[config.mk]
export PLATFORM = sky130hd
export DESIGN_NAME = key_event_arbiter
export DESIGN_NICKNAME = d
export VERILOG_FILES = /design/src/rtl/key_event_arbiter.sv
export SDC_FILE = /design/constraint.sdc
export NUM_CORES = 1
export LEC_CHECK = 0
export ABC_AREA = 1
export CORE_MARGIN = 5
export CORE_UTILIZATION = 50
export CTS_CLUSTER_SIZE = 28
export DETAILED_ROUTE_END_ITERATION = 12
export PLACE_DENSITY_LB_ADDON = 0.1
export SKIP_CTS_REPAIR_TIMING = 1
export SLEW_MARGIN = 20
export SYNTH_ARGS = -nofsm -noshare
export SYNTH_HDL_FRONTEND = slang
export SYNTH_SLANG_ARGS = --single-unit
[constraint.sdc]
create_clock -name sys_clk -period 2.65 [get_ports sys_clk]
set_input_delay 0.53 -clock sys_clk [delete_from_list [all_inputs] [get_ports sys_clk]]
set_output_delay 0.53 -clock sys_clk [all_outputs]
set_load 0.03 [all_outputs]
[src/rtl/key_event_arbiter.sv]
// -----------------------------------------------------------------------------
// key_event_arbiter
//
// Collects one-cycle key_flag pulses from the per-key debounce filters, keeps
// them in a pending register, serialises simultaneous presses with a
// round-robin arbiter and stores the winning key codes in a small show-ahead
// FIFO. The consumer reads the FIFO over a valid/ready handshake.
//
// Ports
//   sys_clk    in   1        system clock, rising edge
//   sys_rst_n  in   1        asynchronous active-low reset
//   key_flag   in   KEY_NUM  one-cycle press pulses, bit i = key i
//   evt_ready  in   1        consumer accepts evt_code this cycle
//   evt_valid  out  1        queue non-empty, evt_code valid
//   evt_code   out  CODE_W   index of the oldest queued key press
//   fifo_full  out  1        queue holds FIFO_DEPTH entries
//   pend       out  KEY_NUM  keys sampled but not yet queued
//   drop_cnt   out  8        merged-press counter (only with KEY_DROP_CNT_EN)
//
// Optional feature macro: KEY_DROP_CNT_EN
//   Defined     -> drop_cnt port present; counts cycles in which at least one
//                  press merged into an already pending bit, saturating at 255.
//   Not defined -> no drop_cnt port; merged presses are silently dropped.
//
// Handshake: an event transfers on every rising edge where evt_valid and
// evt_ready are both high. evt_valid depends only on registered state, never
// on evt_ready; evt_ready while the queue is empty has no effect. evt_code is
// forced to 0 whenever evt_valid is low.
// -----------------------------------------------------------------------------
module key_event_arbiter #(
   parameter int KEY_NUM    = 4,
   parameter int CODE_W     = 2,
   parameter int FIFO_DEPTH = 4,
   parameter int PTR_W      = 2
) (
   input  logic                sys_clk,
   input  logic                sys_rst_n,
   input  logic [KEY_NUM-1:0]  key_flag,
   input  logic                evt_ready,
   output logic                evt_valid,
   output logic [CODE_W-1:0]   evt_code,
   output logic                fifo_full,
   output logic [KEY_NUM-1:0]  pend
`ifdef KEY_DROP_CNT_EN
   ,
   output logic [7:0]          drop_cnt
`endif
);

   localparam logic [PTR_W:0]    DEPTH_C    = (PTR_W+1)'(FIFO_DEPTH);
   localparam logic [CODE_W:0]   KEY_NUM_C  = (CODE_W+1)'(KEY_NUM);
   localparam logic [CODE_W-1:0] LAST_KEY_C = CODE_W'(KEY_NUM-1);

   logic [CODE_W-1:0]  rr_ptr;
   logic [CODE_W-1:0]  grant_idx;
   logic               grant_vld;
   logic [KEY_NUM-1:0] grant;
   logic [CODE_W:0]    idx_sum;

   logic [CODE_W-1:0]  mem [FIFO_DEPTH];
   logic [PTR_W-1:0]   wr_ptr;
   logic [PTR_W-1:0]   rd_ptr;
   logic [PTR_W:0]     count;
   logic               push;
   logic               pop;

   // Round-robin search over the registered pending bits, starting at rr_ptr
   // and wrapping at KEY_NUM-1. The first set bit wins. No grant is issued
   // while the queue is full, even if a pop happens in the same cycle, so a
   // held key is granted the cycle after space frees.
   always_comb begin
      grant_vld = 1'b0;
      grant_idx = '0;
      grant     = '0;
      idx_sum   = '0;
      if (count < DEPTH_C) begin
         for (int k = 0; k < KEY_NUM; k++) begin
            idx_sum = {1'b0, rr_ptr} + (CODE_W+1)'(k);
            if (idx_sum >= KEY_NUM_C) begin
               idx_sum = idx_sum - KEY_NUM_C;
            end
            if (!grant_vld && pend[idx_sum[CODE_W-1:0]]) begin
               grant_vld = 1'b1;
               grant_idx = idx_sum[CODE_W-1:0];
            end
         end
      end
      if (grant_vld) begin
         grant[grant_idx] = 1'b1;
      end
   end

   assign push = grant_vld;
   assign pop  = evt_valid & evt_ready;

   // A new pulse on a key granted this cycle re-arms its pending bit, so the
   // second press is kept; a pulse on a pending, ungranted key merges.
   always_ff @(posedge sys_clk or negedge sys_rst_n) begin
      if (!sys_rst_n) begin
         pend <= '0;
      end else begin
         pend <= (pend & ~grant) | key_flag;
      end
   end

   always_ff @(posedge sys_clk or negedge sys_rst_n) begin
      if (!sys_rst_n) begin
         rr_ptr <= '0;
      end else if (grant_vld) begin
         rr_ptr <= (grant_idx == LAST_KEY_C) ? '0 : grant_idx + 1'b1;
      end
   end

   // Event queue storage and pointers. FIFO_DEPTH is a power of two, so the
   // pointers wrap naturally.
   always_ff @(posedge sys_clk or negedge sys_rst_n) begin
      if (!sys_rst_n) begin
         for (int i = 0; i < FIFO_DEPTH; i++) begin
            mem[i] <= '0;
         end
         wr_ptr <= '0;
         rd_ptr <= '0;
         count  <= '0;
      end else begin
         if (push) begin
            mem[wr_ptr] <= grant_idx;
            wr_ptr      <= wr_ptr + 1'b1;
         end
         if (pop) begin
            rd_ptr <= rd_ptr + 1'b1;
         end
         case ({push, pop})
            2'b10:   count <= count + 1'b1;
            2'b01:   count <= count - 1'b1;
            default: count <= count;
         endcase
      end
   end

   assign evt_valid = (count != '0);
   assign evt_code  = evt_valid ? mem[rd_ptr] : '0;
   assign fifo_full = (count == DEPTH_C);

`ifdef KEY_DROP_CNT_EN
   logic merged;

   assign merged = |(key_flag & pend & ~grant);

   always_ff @(posedge sys_clk or negedge sys_rst_n) begin
      if (!sys_rst_n) begin
         drop_cnt <= '0;
      end else if (merged && (drop_cnt != 8'hFF)) begin
         drop_cnt <= drop_cnt + 8'd1;
      end
   end
`endif

endmodule

# Yosys cells after proc, flatten, opt, wreduce, memory -nomap -nowiden
# Cells that the tools add are included.
# op_classes
addsub	12
magnitude_cmp	14
n_eq_ne	4
n_mux	41
n_bitwise	6
reduce_logical	10
# op_table
operator	count
$mux 2	18
$ge 3x3->1 const B	5
$lt 2x3->1 const B	5
$mux 1	13
$bmux 1 s2	4
$bwmux 8	1
$sub 2x1->2 const B	4
$add 2x1->2 const B	3
$add 2x2->3 const B	2
$not 2->3	2
$pmux 3 s2	1
$logic_and 1x1->1	5
$and 4x4->4	1
$bmux 2 s2	1
$demux 2 s2	1
$eq 2x2->1 const B	2
$mux 4	1
$not 4->4	1
$or 4x4->4	1
$add 2x1->3 const B	1
$add 3x1->3 const B	1
$eq 3x3->1 const B	1
$ge 2x3->1 const B	1
$logic_not 1->1	3
9 further kinds	9
# totals
register_bits	21
input_bits	7

# Longest topological paths before layout
# Gate-level depths: netlist of run 1.
# depth
word_depth	27
ltp_mapped	15
depth_no_buf	15

# Worst setup path before layout of run 1
# No wires, ideal clock.
# synth_timing
path_type	register to register
start	register pend[3]
end	register count[2]
setup_time_ns	0.132
arrival_ns	2.157
setup_slack_ns	0.360
stages_incl_launch_ff	14
path_buffers	0
cell_sequence	dfrtp_1 -> inv_1 -> nand2_2 -> nand3_2 -> nand2_2 -> nor2_8 -> nand3_4 -> nand2_4 -> ha_1 -> inv_1 -> fa_1 -> a21oi_1 -> o21ai_0 -> xor2_1
# synth_between
elab_chain_cells	18
word_cells_on_any_way	26
cone_classes	eq/ne: 2; mux: 17; reduce/logical: 7
# synth_lines
element	line	rtl
start: declaration	43	output logic [KEY_NUM-1:0] pend
start signal: assignment	102	pend <= (pend & ~grant) | key_flag;
$bmux 1 s2	82	if (!grant_vld && pend[idx_sum[CODE_W-1:0]]) begin
$mux 1 (implied by the code)	82	
$mux 1	82	
$mux 1	76	if (count < DEPTH_C) begin
$logic_not 1->1	82	
$logic_and 1x1->1	82	
$mux 1	82	
$mux 1	76	
[... 2 more ...]	n/a	
$mux 1	82	
$mux 1	76	
$logic_not 1->1	82	
$logic_and 1x1->1	82	
$mux 1 (*)	82	
$mux 1 (*)	76	
$eq 2x1->1 / $eq 2x2->1 (equally long branches)	132	case ({push, pop})
$pmux 3 s2 / $reduce_bool 2->1 (equally long branches)	n/a	
end signal: assignment	133	2'b10: count <= count + 1'b1;
end signal: assignment	134	2'b01: count <= count - 1'b1;
end signal: assignment	135	default: count <= count;
end: declaration	63	logic [PTR_W:0] count;
# Mark *: on every way between the ends. The rest lies on a longest branch, timed or not. The select of a mux whose other input is x is not followed.
# A chain may end at the register's enable or synchronous reset.

# Final worst setup path of run 1
# layout_timing
start	register rr_ptr[0]
end	register count[2]
# layout_between
elab_chain_cells	21
word_cells_on_any_way	45
cone_classes	add/sub: 7; order compare: 4; eq/ne: 2; mux: 25; reduce/logical: 7
# layout_lines
element	line	rtl
start: declaration	54	logic [CODE_W-1:0] rr_ptr;
start signal: assignment	110	rr_ptr <= (grant_idx == LAST_KEY_C) ? '0 : grant_idx + 1'b1;
$ge 2x3->1 / $sub 2x1->2 (equally long branches)	79, 80	
$mux 2	79	if (idx_sum >= KEY_NUM_C) begin
$mux 2	76	
$bmux 1 s2	82	
$mux 1 (implied by the code)	82	
$mux 1	82	
$mux 1	76	
$logic_not 1->1	82	
[... 5 more ...]	n/a	
$mux 1	82	
$mux 1	76	
$logic_not 1->1	82	
$logic_and 1x1->1	82	
$mux 1 (*)	82	
$mux 1 (*)	76	
$eq 2x1->1 / $eq 2x2->1 (equally long branches)	132	
$pmux 3 s2 / $reduce_bool 2->1 (equally long branches)	n/a	
# Marked as above.

==> impl_metrics.tcl, run 1 <==
set metrics [dict create \
    power_leakage_nw 0.916 \
    cts.reportedPaths.clkPinSlew_ns 0.13 \
    antenna_left 0 \
    hold_class "flop to flop" \
    grtUsageTotal 0.155 \
    hold_violations 0 \
    finalSetupTns_ns 0 \
    fin_crit_ns 2.45 \
    status "complete, no violations" \
    nets 224 \
    seq_power_share 0.259 \
    synth_nets 204 \
    yosysSeqAreaShare 0.357 \
    antenna_found_initial 0 \
    rr_endpoint "count[2]" \
    cp-end-kind "flop" \
    netlist_instances 187 \
    cts_buffers 3 \
    clkPwrFrac 0.067 \
    yosys_warnings 0 \
    rrSetupSlack_ns 0.20 \
    post-route-period-util 0.923 \
    num_rows 19 \
    cts.path.max_buffers 2 \
    drt_first_pass_iters 4 \
    cts_sinks 21 \
    cts.htree.levels 1 \
    io_buffers 14 \
    drive_above_1_share 0.223 \
    grt_overflow 0 \
    ios 15 \
    internal-power_mw 1.11 \
    rsz0062_at_grt "no" \
    clock_skew_ns 0.00546 \
    vias_per_cell 4.94 \
    die_h_um 64.2 \
    tritoncts "done" \
    avgSynthCellArea_um2 7.86 \
    p_per_area_nw_per_um2 1410 \
    power_mw 2.38 \
    antenna_cells 0 \
    grt_pass1_vias 1112 \
    synth_cell_types 24 \
    grt_start_max_net_pins 22 \
    hpwlAfterDp_mm 2.23 \
    clock.fmax_mhz 409 \
    core_area_um2 2780 \
    cp.arrival_ns 2.65 \
    peakVddDrop_mv 0.859 \
    yosysTopAreaCellShare 0.357 \
    vias 1171 \
    endpoint "count[2]" \
    crit_start "rr_ptr[0]" \
    p_sw_mw 1.27 \
    worstPathRequired_ns 2.85 \
    drcViolationCount 0 \
    final_max_slew_viol_count 0 \
    die_w_um 64.2 \
    relSlewSlack 0.768 \
    dr.first_iter.drc_count 59 \
    die-area_um2 4120 \
    switching_share 0.533 \
    setup_violations 0 \
    yosys.area.top_type "dfrtp_1" \
    area_growth_pct 14.4 \
    reg2reg_depth 13 \
    insertion_delay_ns 0.31 \
    start_kind "flop" \
    finalWirelength_mm 2.81 \
    grt_pass1_wl_mm 5.15 \
    drv_cap 0 \
    ys_seq_elements 21 \
    rr_startpoint "rr_ptr[0]" \
    p_comb_frac 0.674 \
    cp_max_fo 12 \
    place_congestion 0.836 \
    synth_area_um2 1470 \
    cts_root_buffer "clkbuf_4" \
    yosys-top-cells-area "dfrtp_1 36%, nand2_1 14%, ha_1 7.7%" \
    critical_path_class "flop to flop" \
    worst_slew_pin_slew_ns 0.345 \
    start_util 0.529 \
    wl_per_cell_um 11.9 \
]
-- worst min-delay path by stage --
stage / endpoint / from / slack (ns) / depth (start not counted)
2_1_floorplan: count[0] / sys_rst_n / 0.23 / 0
3_3_place_gp: mem[1] / mem[1] / 0.46 / 2
3_5_place_dp: mem[0] / mem[0] / 0.47 / 2
4_1_cts: mem[0] / mem[0] / 0.50 / 2
5_1_grt: mem[0] / mem[0] / 0.53 / 2
6_report: mem[0] / mem[0] / 0.50 / 2
-- flip-flops by register name, indices dropped and copies added, names as in the netlist --
register,count
mem,8
count,3
rr_ptr,2
rd_ptr,2
pend,4
wr_ptr,2
-- layout make-up --
cell class / count / area [um2]
Tap cell: 31 / 38.8
Inverter: 31 / 121
Fill cell: 260 / 1100
Clock inverter: 1 / 5.00
Timing Repair Buffer: 16 / 155
Sequential cell: 21 / 527
Clock buffer: 3 / 22.5
Multi-Input combinational cell: 134 / 812
-- through the flow --
stage | setup WS (ns) | util | area [um2] | hold WS (ns) | cells
6_report | 0.205 | 0.605 | 1680 | 0.496 | 237
5_1_grt | 0.0501 | 0.605 | 1680 | 0.527 | 237
4_1_cts | 0.0897 | 0.604 | 1680 | 0.498 | 237
3_5_place_dp | 0.109 | 0.594 | 1650 | 0.467 | 233
3_3_place_gp | 0.211 | 0.594 | 1650 | 0.464 | 233
2_1_floorplan | 0.360 | - | 1470 | 0.234 | 187
-- layout by cell type (no fill, tap or decap), drive strengths merged --
cell,count
dfrtp,21
a21oi,4
xor2,3
fa,1
clkbuf,3
nor2,16
nand3,18
clkdlybuf4s50,14
nand2,66
nor3,2
xnor2,1
clkinv,2
buf,2
inv,30
ha,9
o21ai,14
-- Yosys cell counts, drive strengths merged --
library cell / instances
dfrtp: 21
o21ai: 14
nor3: 2
fa: 1
clkinv: 1
nand3: 18
nand2: 66
buf: 1
ha: 9
nor2: 16
a21oi: 4
xor2: 3
inv: 30
xnor2: 1
-- power by group through the flow --
stage	registers [mW]	logic, mW	clock network [mW]
2_1_floorplan	0.611	1.24	0
3_3_place_gp	0.612	1.59	0
3_5_place_dp	0.620	1.61	0
4_1_cts	0.612	1.62	0.171
5_1_grt	0.639	1.81	0.186
6_report	0.615	1.60	0.160
-- worst max-delay path: stages, from the launching register on --
cell	delay, ns
dfrtp_2	0.52
inv_2	0.14
nand2_1	0.10
nand3_2	0.09
nand2_2	0.11
nor2_8	0.16
nand3_4	0.13
nand2_4	0.12
ha_1	0.15
inv_1	0.07
fa_1	0.38
a21oi_1	0.14
o21ai_0	0.10
xor2_1	0.15
-- routing by layer --
| layer | share of wire | vias up | wire length, um | GRT usage |
|---|---|---|---|---|
| met2 | 0.47 | 14 | 1330 | 0.239 |
| met3 | 0.025 | 2 | 70 | 0.0298 |
| met4 | 0.0082 | 0 | 23 | 0.0458 |
| li1 | - | 616 | - | - |
| met5 | 0 | - | 0 | 0 |
| met1 | 0.49 | 539 | 1390 | 0.220 |
-- logic make-up after synthesis --
kind of cell,after synthesis,synth area share
compound gates,18,0.0766
xor+xnor,4,0.0238
fa+ha+maj,10,0.0902
buf+inv,32,0.0902
flops,21,0.357
simple gates,102,0.362
Note: power is estimated with default switching activity, not from simulation.
==> run 2, diff against run 1 <==
- DONT_BUFFER_PORTS: not set -> 1
- SLEW_MARGIN: 20 -> not set
==> impl_metrics.tcl, run 2 (synthesized netlist as in run 1, its figures left out) <==
set metrics [dict create \
    status "complete, no violations" \
    pre_cts_ws_ns 0.155 \
    critical_path_class "flop to flop" \
    vias 1149 \
    io_buffers 0 \
    clock_skew_ns 0.00417 \
    switching_share 0.540 \
    grtUsageTotal 0.150 \
    start_util 0.529 \
    largest_reg_flops 8 \
    mostFrequentLayoutCells "54 x nand2_1, 21 x inv_1, 20 x dfrtp_1" \
    worst_slew_pin_slew_ns 0.669 \
    grt_pass1_wl_mm 5.01 \
    cts_root_buffer "clkbuf_4" \
    wl_per_cell_um 11.7 \
    cts_sinks 21 \
    core_area_um2 2780 \
    cp.arrival_ns 2.59 \
    place_congestion 0.769 \
    tritoncts "done" \
    final_max_slew_viol_count 0 \
    cts.htree.levels 1 \
    internal-power_mw 1.07 \
    cpPeakStageDelay_ns 0.48 \
    cts.reportedPaths.clkPinSlew_ns 0.12 \
    hold_class "primary input to flop" \
    cts.path.max_buffers 2 \
    worstPathRequired_ns 2.85 \
    drt_first_pass_iters 4 \
    hpwlAfterDp_mm 2.13 \
    insertion_delay_ns 0.31 \
    slowest_stage "dfrtp_2" \
    start_kind "flop" \
    die_h_um 64.2 \
    drv_cap 0 \
    final_common_cell "nand2_1" \
    p_comb_frac 0.674 \
    vias_per_cell 4.91 \
    finalWirelength_mm 2.74 \
    top_regs "mem (8), pend (4), count (3)" \
    cp_max_fo 7 \
    placed_area_um2 1540 \
    dr.first_iter.drc_count 31 \
    hold_slack_ns 0.310 \
    fin_crit_ns 2.39 \
    finalInstanceArea_um2 1640 \
    die_w_um 64.2 \
    final_cells 234 \
    hold_violations 0 \
    place_inst 223 \
    post-route-period-util 0.900 \
    drive_above_1_share 0.276 \
    clock.fmax_mhz 419 \
    die-area_um2 4120 \
    area_growth_pct 11.5 \
    path_delay_family "simple AND/OR/NAND/NOR gates" \
    seq_power_share 0.258 \
    fin_util 0.589 \
    cp-end-kind "flop" \
    antenna_left 0 \
    rsz0062_at_grt "no" \
    num_rows 19 \
    grt_pass1_vias 1117 \
    top_register "mem" \
    nets 221 \
    cp_num_buf_inv 2 \
    n_fill_cell 253 \
    antenna_cells 0 \
    power_mw 2.33 \
    crit_path_cell_trace "buf_4, nand2_1, nand2_2, nand2_2, nand2_4, nor2_8, nand3_4, nand2_4, ha_1, inv_1, fa_1, a21oi_1, o21ai_0, xor2_1" \
    peakVddDrop_mv 0.815 \
    drcViolationCount 0 \
    p_sw_mw 1.26 \
    cts_buffers 3 \
    antenna_found_initial 0 \
    clkPwrFrac 0.068 \
    ios 15 \
    power_leakage_nw 0.913 \
    finalSetupTns_ns 0 \
    p_per_area_nw_per_um2 1420 \
    relSlewSlack 0.555 \
    setup_violations 0 \
    grt_start_max_net_pins 22 \
    setup_slack_ns 0.264 \
    grt_overflow 0 \
]
[run 2: final timing paths]
path                             startpoint         to  slack (ns)  depth (start not counted)
worst max-delay path              rr_ptr[0]   count[2]        0.26                         14
min in group asynchronous         sys_rst_n  rr_ptr[0]        0.63                          2
worst min-delay path            key_flag[0]    pend[0]        0.31                          2
worst min register to register       mem[5]     mem[5]        0.49                          2
max in group asynchronous         sys_rst_n  rr_ptr[0]        1.87                          2
worst max register to register    rr_ptr[0]   count[2]        0.26                         14
[run 2: layout make-up]
cell class | count | area, um2 | share of cell area
multi-input cells | 134 | 812 | 0.495
flip-flops and latches | 21 | 527 | 0.321
inverters | 31 | 121 | 0.0740
repair buffers | 13 | 113 | 0.0687
well taps | 31 | 38.8 | 0.0237
clock buffers | 3 | 22.5 | 0.0137
clock inverters | 1 | 5.00 | 0.00305
[run 2: routing by layer]
layer,track usage,up-vias,share of wire
li1,-,611,-
met1,0.213,516,0.50
met2,0.225,18,0.45
met3,0.0385,4,0.039
met4,0.0458,0,0.013
met5,0,-,0
[run 2: power by group through the flow]
stage / logic [mW] / clock network [mW] / registers [mW]
3_5_place_dp: 1.53 / 0 / 0.609
4_1_cts: 1.54 / 0.165 / 0.602
3_3_place_gp: 1.50 / 0 / 0.601
5_1_grt: 1.78 / 0.182 / 0.620
6_report: 1.57 / 0.158 / 0.601
2_1_floorplan: 1.24 / 0 / 0.611
